==> src/rtl/mmio_uart_timer.sv <==
// mmio_uart_timer: memory-mapped 64-bit timer with compare interrupt plus FIFO-buffered UART transmitter.
// Latency: writes land at the addressing edge; ReadData is registered, valid the cycle after the address.
// Backpressure: none on the bus; TXDATA pushes into a full FIFO are dropped and raise sticky OVF.
// Optional: define UART_PARITY_EN to insert an even-parity bit between DATA and STOP (11-bit frame).
module mmio_uart_timer #(
  parameter int unsigned FIFO_DEPTH  = 8,
  parameter int unsigned DEFAULT_DIV = 434
) (
  input  logic        sys_clk,
  input  logic        sys_rst_n,
  input  logic        MemSel,
  input  logic [3:0]  MemWrite_EN,
  input  logic [31:0] MemAddr,
  input  logic [31:0] WriteData,
  output logic [31:0] ReadData,
  output logic        uart_tx,
  output logic        timer_irq
);

  localparam int unsigned AW = $clog2(FIFO_DEPTH);

  localparam logic [2:0] A_TXDATA = 3'd0;
  localparam logic [2:0] A_STATUS = 3'd1;
  localparam logic [2:0] A_BAUD   = 3'd2;
  localparam logic [2:0] A_MTLO   = 3'd3;
  localparam logic [2:0] A_MTHI   = 3'd4;
  localparam logic [2:0] A_CMPLO  = 3'd5;
  localparam logic [2:0] A_CMPHI  = 3'd6;

  typedef enum logic [2:0] {S_IDLE, S_START, S_DATA, S_PARITY, S_STOP} tx_state_e;

  // Replace only the byte lanes whose enable is set.
  function automatic logic [31:0] merge_bytes(input logic [31:0] old_val,
                                              input logic [31:0] new_val,
                                              input logic [3:0]  be);
    logic [31:0] res;
    res = old_val;
    for (int i = 0; i < 4; i++) begin
      if (be[i]) res[8*i +: 8] = new_val[8*i +: 8];
    end
    return res;
  endfunction

  logic [3:0]  wr_be;
  logic [2:0]  reg_sel;
  logic        unused_addr;

  logic [63:0] mtime_q, mtime_d, mtimecmp_q, mtimecmp_d;
  logic [15:0] baud_q, baud_d, div_m1;
  logic        ovf_q, ovf_d, irq_q;
  logic [31:0] rdata_q, rdata_d;

  logic [7:0]  fifo_mem [FIFO_DEPTH];
  logic [AW:0] wptr_q, rptr_q;
  logic        fifo_full, fifo_empty, push_req, push, pop;
  logic [7:0]  fifo_head;

  tx_state_e   state_q, state_d;
  logic [7:0]  shift_q, shift_d;
  logic [15:0] cnt_q, cnt_d;
  logic [2:0]  idx_q, idx_d;
  logic        tx_q, tx_d;
`ifdef UART_PARITY_EN
  logic        par_q, par_d;
`endif

  assign wr_be       = MemSel ? MemWrite_EN : 4'b0000;
  assign reg_sel     = MemAddr[4:2];
  assign unused_addr = ^{MemAddr[31:5], MemAddr[1:0]};

  // Pointers carry one extra wrap bit so full and empty are distinguishable.
  assign fifo_empty = (wptr_q == rptr_q);
  assign fifo_full  = (wptr_q[AW] != rptr_q[AW]) && (wptr_q[AW-1:0] == rptr_q[AW-1:0]);
  assign fifo_head  = fifo_mem[rptr_q[AW-1:0]];
  assign push_req   = wr_be[0] && (reg_sel == A_TXDATA);
  // A same-cycle pop frees a slot, so a push into a full FIFO still lands.
  assign push       = push_req && (!fifo_full || pop);

  // A BAUDDIV of 0 behaves as 1; the bit counter counts down from divisor-1.
  assign div_m1 = (baud_q == 16'd0) ? 16'd0 : baud_q - 16'd1;

  // Register-file next state: byte-lane writes, free-running timer, sticky overflow.
  always_comb begin
    baud_d     = baud_q;
    mtimecmp_d = mtimecmp_q;
    mtime_d    = mtime_q + 64'd1;
    ovf_d      = ovf_q;
    if (|wr_be) begin
      case (reg_sel)
        A_BAUD: begin
          if (wr_be[0]) baud_d[7:0]  = WriteData[7:0];
          if (wr_be[1]) baud_d[15:8] = WriteData[15:8];
        end
        A_MTLO:  mtime_d = {mtime_q[63:32], merge_bytes(mtime_q[31:0], WriteData, wr_be)};
        A_MTHI:  mtime_d = {merge_bytes(mtime_q[63:32], WriteData, wr_be), mtime_q[31:0]};
        A_CMPLO: mtimecmp_d[31:0]  = merge_bytes(mtimecmp_q[31:0], WriteData, wr_be);
        A_CMPHI: mtimecmp_d[63:32] = merge_bytes(mtimecmp_q[63:32], WriteData, wr_be);
        default: ;
      endcase
    end
    if (wr_be[0] && (reg_sel == A_STATUS) && WriteData[3]) ovf_d = 1'b0;
    // Overflow set takes priority over a same-cycle clear.
    if (push_req && !push) ovf_d = 1'b1;
  end

  // Read mux: returns 0 when not selected so the core can OR this with BRAM data.
  always_comb begin
    rdata_d = 32'h0;
    if (MemSel) begin
      case (reg_sel)
        A_STATUS: rdata_d = {27'h0, irq_q, ovf_q, (state_q != S_IDLE), fifo_empty, fifo_full};
        A_BAUD:   rdata_d = {16'h0, baud_q};
        A_MTLO:   rdata_d = mtime_q[31:0];
        A_MTHI:   rdata_d = mtime_q[63:32];
        A_CMPLO:  rdata_d = mtimecmp_q[31:0];
        A_CMPHI:  rdata_d = mtimecmp_q[63:32];
        default:  rdata_d = 32'h0;
      endcase
    end
  end

  // TX FSM: each non-idle state holds for one divisor period; STOP chains straight into the next START.
  always_comb begin
    state_d = state_q;
    shift_d = shift_q;
    cnt_d   = cnt_q;
    idx_d   = idx_q;
    pop     = 1'b0;
`ifdef UART_PARITY_EN
    par_d   = par_q;
`endif
    if (state_q != S_IDLE) cnt_d = cnt_q - 16'd1;
    case (state_q)
      S_IDLE: begin
        if (!fifo_empty) begin
          pop     = 1'b1;
          state_d = S_START;
          cnt_d   = div_m1;
          shift_d = fifo_head;
`ifdef UART_PARITY_EN
          par_d   = ^fifo_head;
`endif
        end
      end
      S_START: begin
        if (cnt_q == 16'd0) begin
          state_d = S_DATA;
          cnt_d   = div_m1;
          idx_d   = 3'd0;
        end
      end
      S_DATA: begin
        if (cnt_q == 16'd0) begin
          cnt_d   = div_m1;
          idx_d   = idx_q + 3'd1;
          shift_d = {1'b0, shift_q[7:1]};
          if (idx_q == 3'd7) begin
`ifdef UART_PARITY_EN
            state_d = S_PARITY;
`else
            state_d = S_STOP;
`endif
          end
        end
      end
`ifdef UART_PARITY_EN
      S_PARITY: begin
        if (cnt_q == 16'd0) begin
          state_d = S_STOP;
          cnt_d   = div_m1;
        end
      end
`endif
      S_STOP: begin
        if (cnt_q == 16'd0) begin
          cnt_d = div_m1;
          if (!fifo_empty) begin
            pop     = 1'b1;
            state_d = S_START;
            shift_d = fifo_head;
`ifdef UART_PARITY_EN
            par_d   = ^fifo_head;
`endif
          end else begin
            state_d = S_IDLE;
          end
        end
      end
      default: state_d = S_IDLE;
    endcase

    // Line level follows the state being entered so uart_tx lines up with the state register.
    case (state_d)
      S_START: tx_d = 1'b0;
      S_DATA:  tx_d = shift_d[0];
`ifdef UART_PARITY_EN
      S_PARITY: tx_d = par_d;
`endif
      default: tx_d = 1'b1;
    endcase
  end

  // FIFO storage needs no reset; the pointers define what is valid.
  always_ff @(posedge sys_clk) begin
    if (push) fifo_mem[wptr_q[AW-1:0]] <= WriteData[7:0];
  end

  // State registers.
  always_ff @(posedge sys_clk or negedge sys_rst_n) begin
    if (!sys_rst_n) begin
      mtime_q    <= 64'h0;
      mtimecmp_q <= {64{1'b1}};
      baud_q     <= 16'(DEFAULT_DIV);
      ovf_q      <= 1'b0;
      irq_q      <= 1'b0;
      rdata_q    <= 32'h0;
      wptr_q     <= '0;
      rptr_q     <= '0;
      state_q    <= S_IDLE;
      shift_q    <= 8'h0;
      cnt_q      <= 16'h0;
      idx_q      <= 3'd0;
      tx_q       <= 1'b1;
`ifdef UART_PARITY_EN
      par_q      <= 1'b0;
`endif
    end else begin
      mtime_q    <= mtime_d;
      mtimecmp_q <= mtimecmp_d;
      baud_q     <= baud_d;
      ovf_q      <= ovf_d;
      irq_q      <= (mtime_q >= mtimecmp_q);
      rdata_q    <= rdata_d;
      wptr_q     <= wptr_q + (AW+1)'(push);
      rptr_q     <= rptr_q + (AW+1)'(pop);
      state_q    <= state_d;
      shift_q    <= shift_d;
      cnt_q      <= cnt_d;
      idx_q      <= idx_d;
      tx_q       <= tx_d;
`ifdef UART_PARITY_EN
      par_q      <= par_d;
`endif
    end
  end

  assign ReadData  = rdata_q;
  assign uart_tx   = tx_q;
  assign timer_irq = irq_q;

endmodule

==> config.mk <==
export PLATFORM = sky130hd
export DESIGN_NAME = mmio_uart_timer
export DESIGN_NICKNAME = d
export VERILOG_FILES = /design/src/rtl/mmio_uart_timer.sv
export SDC_FILE = /design/constraint.sdc
export NUM_CORES = 1
export LEC_CHECK = 0
export BUFFER_PORTS_ARGS = -buffer_cell sky130_fd_sc_hd__buf_2
export CORE_ASPECT_RATIO = 0.6
export CORE_UTILIZATION = 55
export CTS_BUF_LIST = sky130_fd_sc_hd__clkbuf_4 sky130_fd_sc_hd__clkbuf_8 sky130_fd_sc_hd__clkbuf_16
export DETAILED_ROUTE_END_ITERATION = 10
export GPL_ROUTABILITY_DRIVEN = 0
export PLACE_DENSITY = 0.76
export SETUP_SLACK_MARGIN = 0.2
export SKIP_LAST_GASP = 1
export SLEW_MARGIN = 20
export SYNTH_ARGS = -nofsm -noshare
export SYNTH_HDL_FRONTEND = slang
export SYNTH_SLANG_ARGS = --single-unit
==> constraint.sdc <==
create_clock -name sys_clk -period 2.5 [get_ports sys_clk]
set_input_delay 0 -clock sys_clk [delete_from_list [all_inputs] [get_ports sys_clk]]
set_output_delay 0 -clock sys_clk [all_outputs]
set_load 0.01 [all_outputs]
==> impl_metrics.ini <==
[sta]
fin_crit_ns = 2.436
hold_viol_final = 0
rsz0062_at_grt = yes
setup_ws_ns = 0.06360
max_freq_mhz = 410.4
slew_viol_final = 0
setup_viol = 0
maxSlewHeadroom_pct = 42.16
skew_ns = 0.02876
worstMarginPinSlew_ns = 0.8676
min_period_over_period_pct = 97.46

[clock_network]
clock_latency_ns = 0.59
cts_tree = built
cts_inserted_buffers = 28
clockBufferDepth = 3
clk_pin_slew_worst_paths_ns = 0.07
clockRootBuffer = clkbuf_16
htree_levels = 1
clkSinkCount = 281

[worst_setup_path]
path_max_fanout = 8
cp-end-kind = register
arrival_ns = 2.74
crit_required_ns = 2.81
cp-start-kind = register
path_class = register to register

[floorplan]
num_rows = 47
io_pins = 105
coreArea_mm2 = 0.02776
die_x_um = 219.6
die-area_mm2 = 0.02910
die_h_um = 132.5
start_util_pct = 56.27

[placed_design]
place_ws_ns = -0.05448
portBuffers = 75
place_inst = 2100
dp_hpwl_um = 36410

[routing]
routed_wirelength_um = 52000
drt_iter0_markers = 2258
wire_per_inst_um = 23.34
drc_errors = 10
vias_per_cell = 6.629
detail-route-antenna-nets = 0
dr.pass1.iters = 10
vias = 14770

[yosys]
syn-num-nets = 1733
yosysUniqueCellTypes = 78
syn_area_mm2 = 0.01562
async_flop_share_pct = 77.22
synth-seq-cells = 281
synth_flop_cell = dfrtp_1
synth_edf_count = 64
synth_cells = 1588
avgSynthCellArea_um2 = 9.836
ys_seq_area_share_pct = 47.63
ys_warn_count = 0

[cells_and_area]
finalNonFillerCells = 2228
fin_nets = 1984
drive_above_1_share_pct = 28.53
diodes = 0
final_core_util_pct = 70.53
syn2layout_area_growth_pct = 25.34

[run_status]
status = complete, but fails checks
violations = DRC

[grt]
grt_usage_pct = 35.20
grt_antenna_before_repair = 0
grt_pass1_vias = 13620
grt_start_max_net_pins = 72
grt_pass1_wl_um = 78160
overflow = 0

[power]
power_density_mw_per_mm2 = 851.9
p_leak_nw = 8.108
ir_drop_uv = 656.4

[hold_path]
hold_path_class = input port to register

[flow_run]
maxCapViolCount = 0
[report_power, final]
group | internal (W) | switching, W
Sequential | 0.00574 | 0.000862
Clock | 0.00262 | 0.00190
Combinational | 0.00246 | 0.00309
[registers in the layout, indices dropped and copies added, names as in the netlist]
register	cells
ReadData	32
baud_q	16
cnt_q	16
fifo_mem	64
idx_q	3
mtime_q	64
mtimecmp_q	64
ovf_q	1
rptr_q	4
shift_q	8
state_q	3
timer_irq	1
uart_tx	1
wptr_q	4
[stage by stage]
stage	power [W]	TNS, ns	hold slack, ns	instance area [um2]
after detailed placement	0.01144	-0.09253	-0.01819	17430
after floorplan	0.009456	0	-0.2956	15750
final	0.01668	0	0.06698	19580
after global placement	0.01123	-0.01711	-0.01765	17430
after global routing	0.01743	-0.05780	0.07709	19580
after CTS	0.01615	0	0.02330	19000
[cells in the mapped netlist (all sizes together) (11+ instances only)]
library cell  count  area share [%]
nand2           166             4.0
dfrtp           147              24
o21ai           137             4.4
nor2            117             2.8
inv              85             2.0
a21oi            81             2.6
nand3            77             2.5
ha               74             5.9
dfstp            70              12
clkbuf           64             1.6
edfxtp           64              12
nor3             46             1.5
a22oi            43             2.1
nand4            36             1.5
mux2             31             2.2
nor4             24             1.2
o211ai           23             1.1
xnor2            22             1.2
a22o             20             1.1
a211oi           18            0.87
and3             18            0.72
mux4             16             2.3
xor2             16            0.90
buf              15            0.43
a222oi           11            0.70
and4             11            0.62
mux2i            11            0.70
nor2b            11            0.44
or3              11            0.44
[final cells by class]
type | instances | area, um2
Sequential cell | 281 | 7451
Clock buffer | 36 | 779.5
Clock inverter | 16 | 205.2
Inverter | 85 | 319.1
Tap cell | 367 | 459.2
Multi-Input combinational cell | 1143 | 8087
Fill cell | 1970 | 8179
Timing Repair Buffer | 300 | 2277
[kinds of logic after synthesis]
logic type / Yosys count / synth area share [%]
flops: 281 / 47.63
xor+xnor: 38 / 2.131
mux: 58 / 5.247
fa+ha+maj: 74 / 5.928
buf+inv: 164 / 4.029
compound gates: 421 / 17.58
simple gates: 552 / 17.45
[worst max-delay path, cell delays in order (launching register included)]
cell,delay [ns]
dfrtp_1,0.39
inv_2,0.08
ha_4,0.12
nor4b_4,0.24
and4_4,0.30
o21ai_4,0.08
a211oi_4,0.39
buf_6,0.17
nand2_8,0.07
nor3_4,0.16
buf_12,0.15
[cell usage in the layout, fill, tap and decap left out, types with 8 or more instances in the layout]
cell type,netlist,final
xor2_1,16,16
xnor2_1,22,22
o211ai_1,23,23
nand3_2,0,10
buf_6,0,17
dfrtp_1,147,138
edfxtp_1,64,64
dfstp_2,70,70
dlygate4sd3_1,0,38
and4_1,11,8
mux4_2,16,16
inv_1,85,82
mux2i_1,11,11
nor3_1,44,34
nor2_1,117,110
a21oi_1,81,76
nor4_4,2,8
and3_1,18,18
nand3_1,77,67
mux2_2,31,31
a31oi_1,10,10
buf_4,1,164
nor2b_1,11,11
o21ai_0,137,128
clkbuf_16,0,28
nand2_1,165,158
or3_1,11,9
a222oi_1,11,11
nor4_1,21,12
a21o_1,10,9
a22o_1,20,20
ha_1,74,70
buf_2,6,75
a211oi_1,18,12
o22ai_1,9,9
dfrtp_2,0,9
nand4_1,35,35
a22oi_1,43,43
[worst paths after layout]
path	start	to	slack, ns	cells after the start
setup reg to reg	cnt_q[0]	fifo_mem[1][6]	0.06	10
min in group asynchronous	sys_rst_n	mtime_q[47]	0.48	3
setup / recovery	cnt_q[0]	fifo_mem[1][6]	0.06	10
max in group asynchronous	sys_rst_n	baud_q[12]	0.76	4
hold reg to reg	shift_q[0]	shift_q[0]	0.48	2
hold / removal	MemWrite_EN[2]	mtime_q[21]	0.07	5
[metal layers]
| layer | vias up | share of wire, % | GRT usage, % |
|---|---|---|---|
| li1 | 6409 | - | - |
| met1 | 7043 | 42 | 54.73 |
| met2 | 1161 | 39 | 45.02 |
| met3 | 155 | 17 | 14.37 |
| met4 | 2 | 2.5 | 7.446 |
| met5 | - | 0.033 | 0 |
[repair_timing]
item / in CTS / in global routing
hold buffers: 39 / 0
endpoints found under the hold margin: 378 / 0
gates resized for setup: 27 / 88
gates cloned: 0 / 3
buffers inserted: 9 / 25
pin swaps: 11 / 23
endpoints found under the setup margin: 90 / 142
Power figures use the tool's default switching activity.
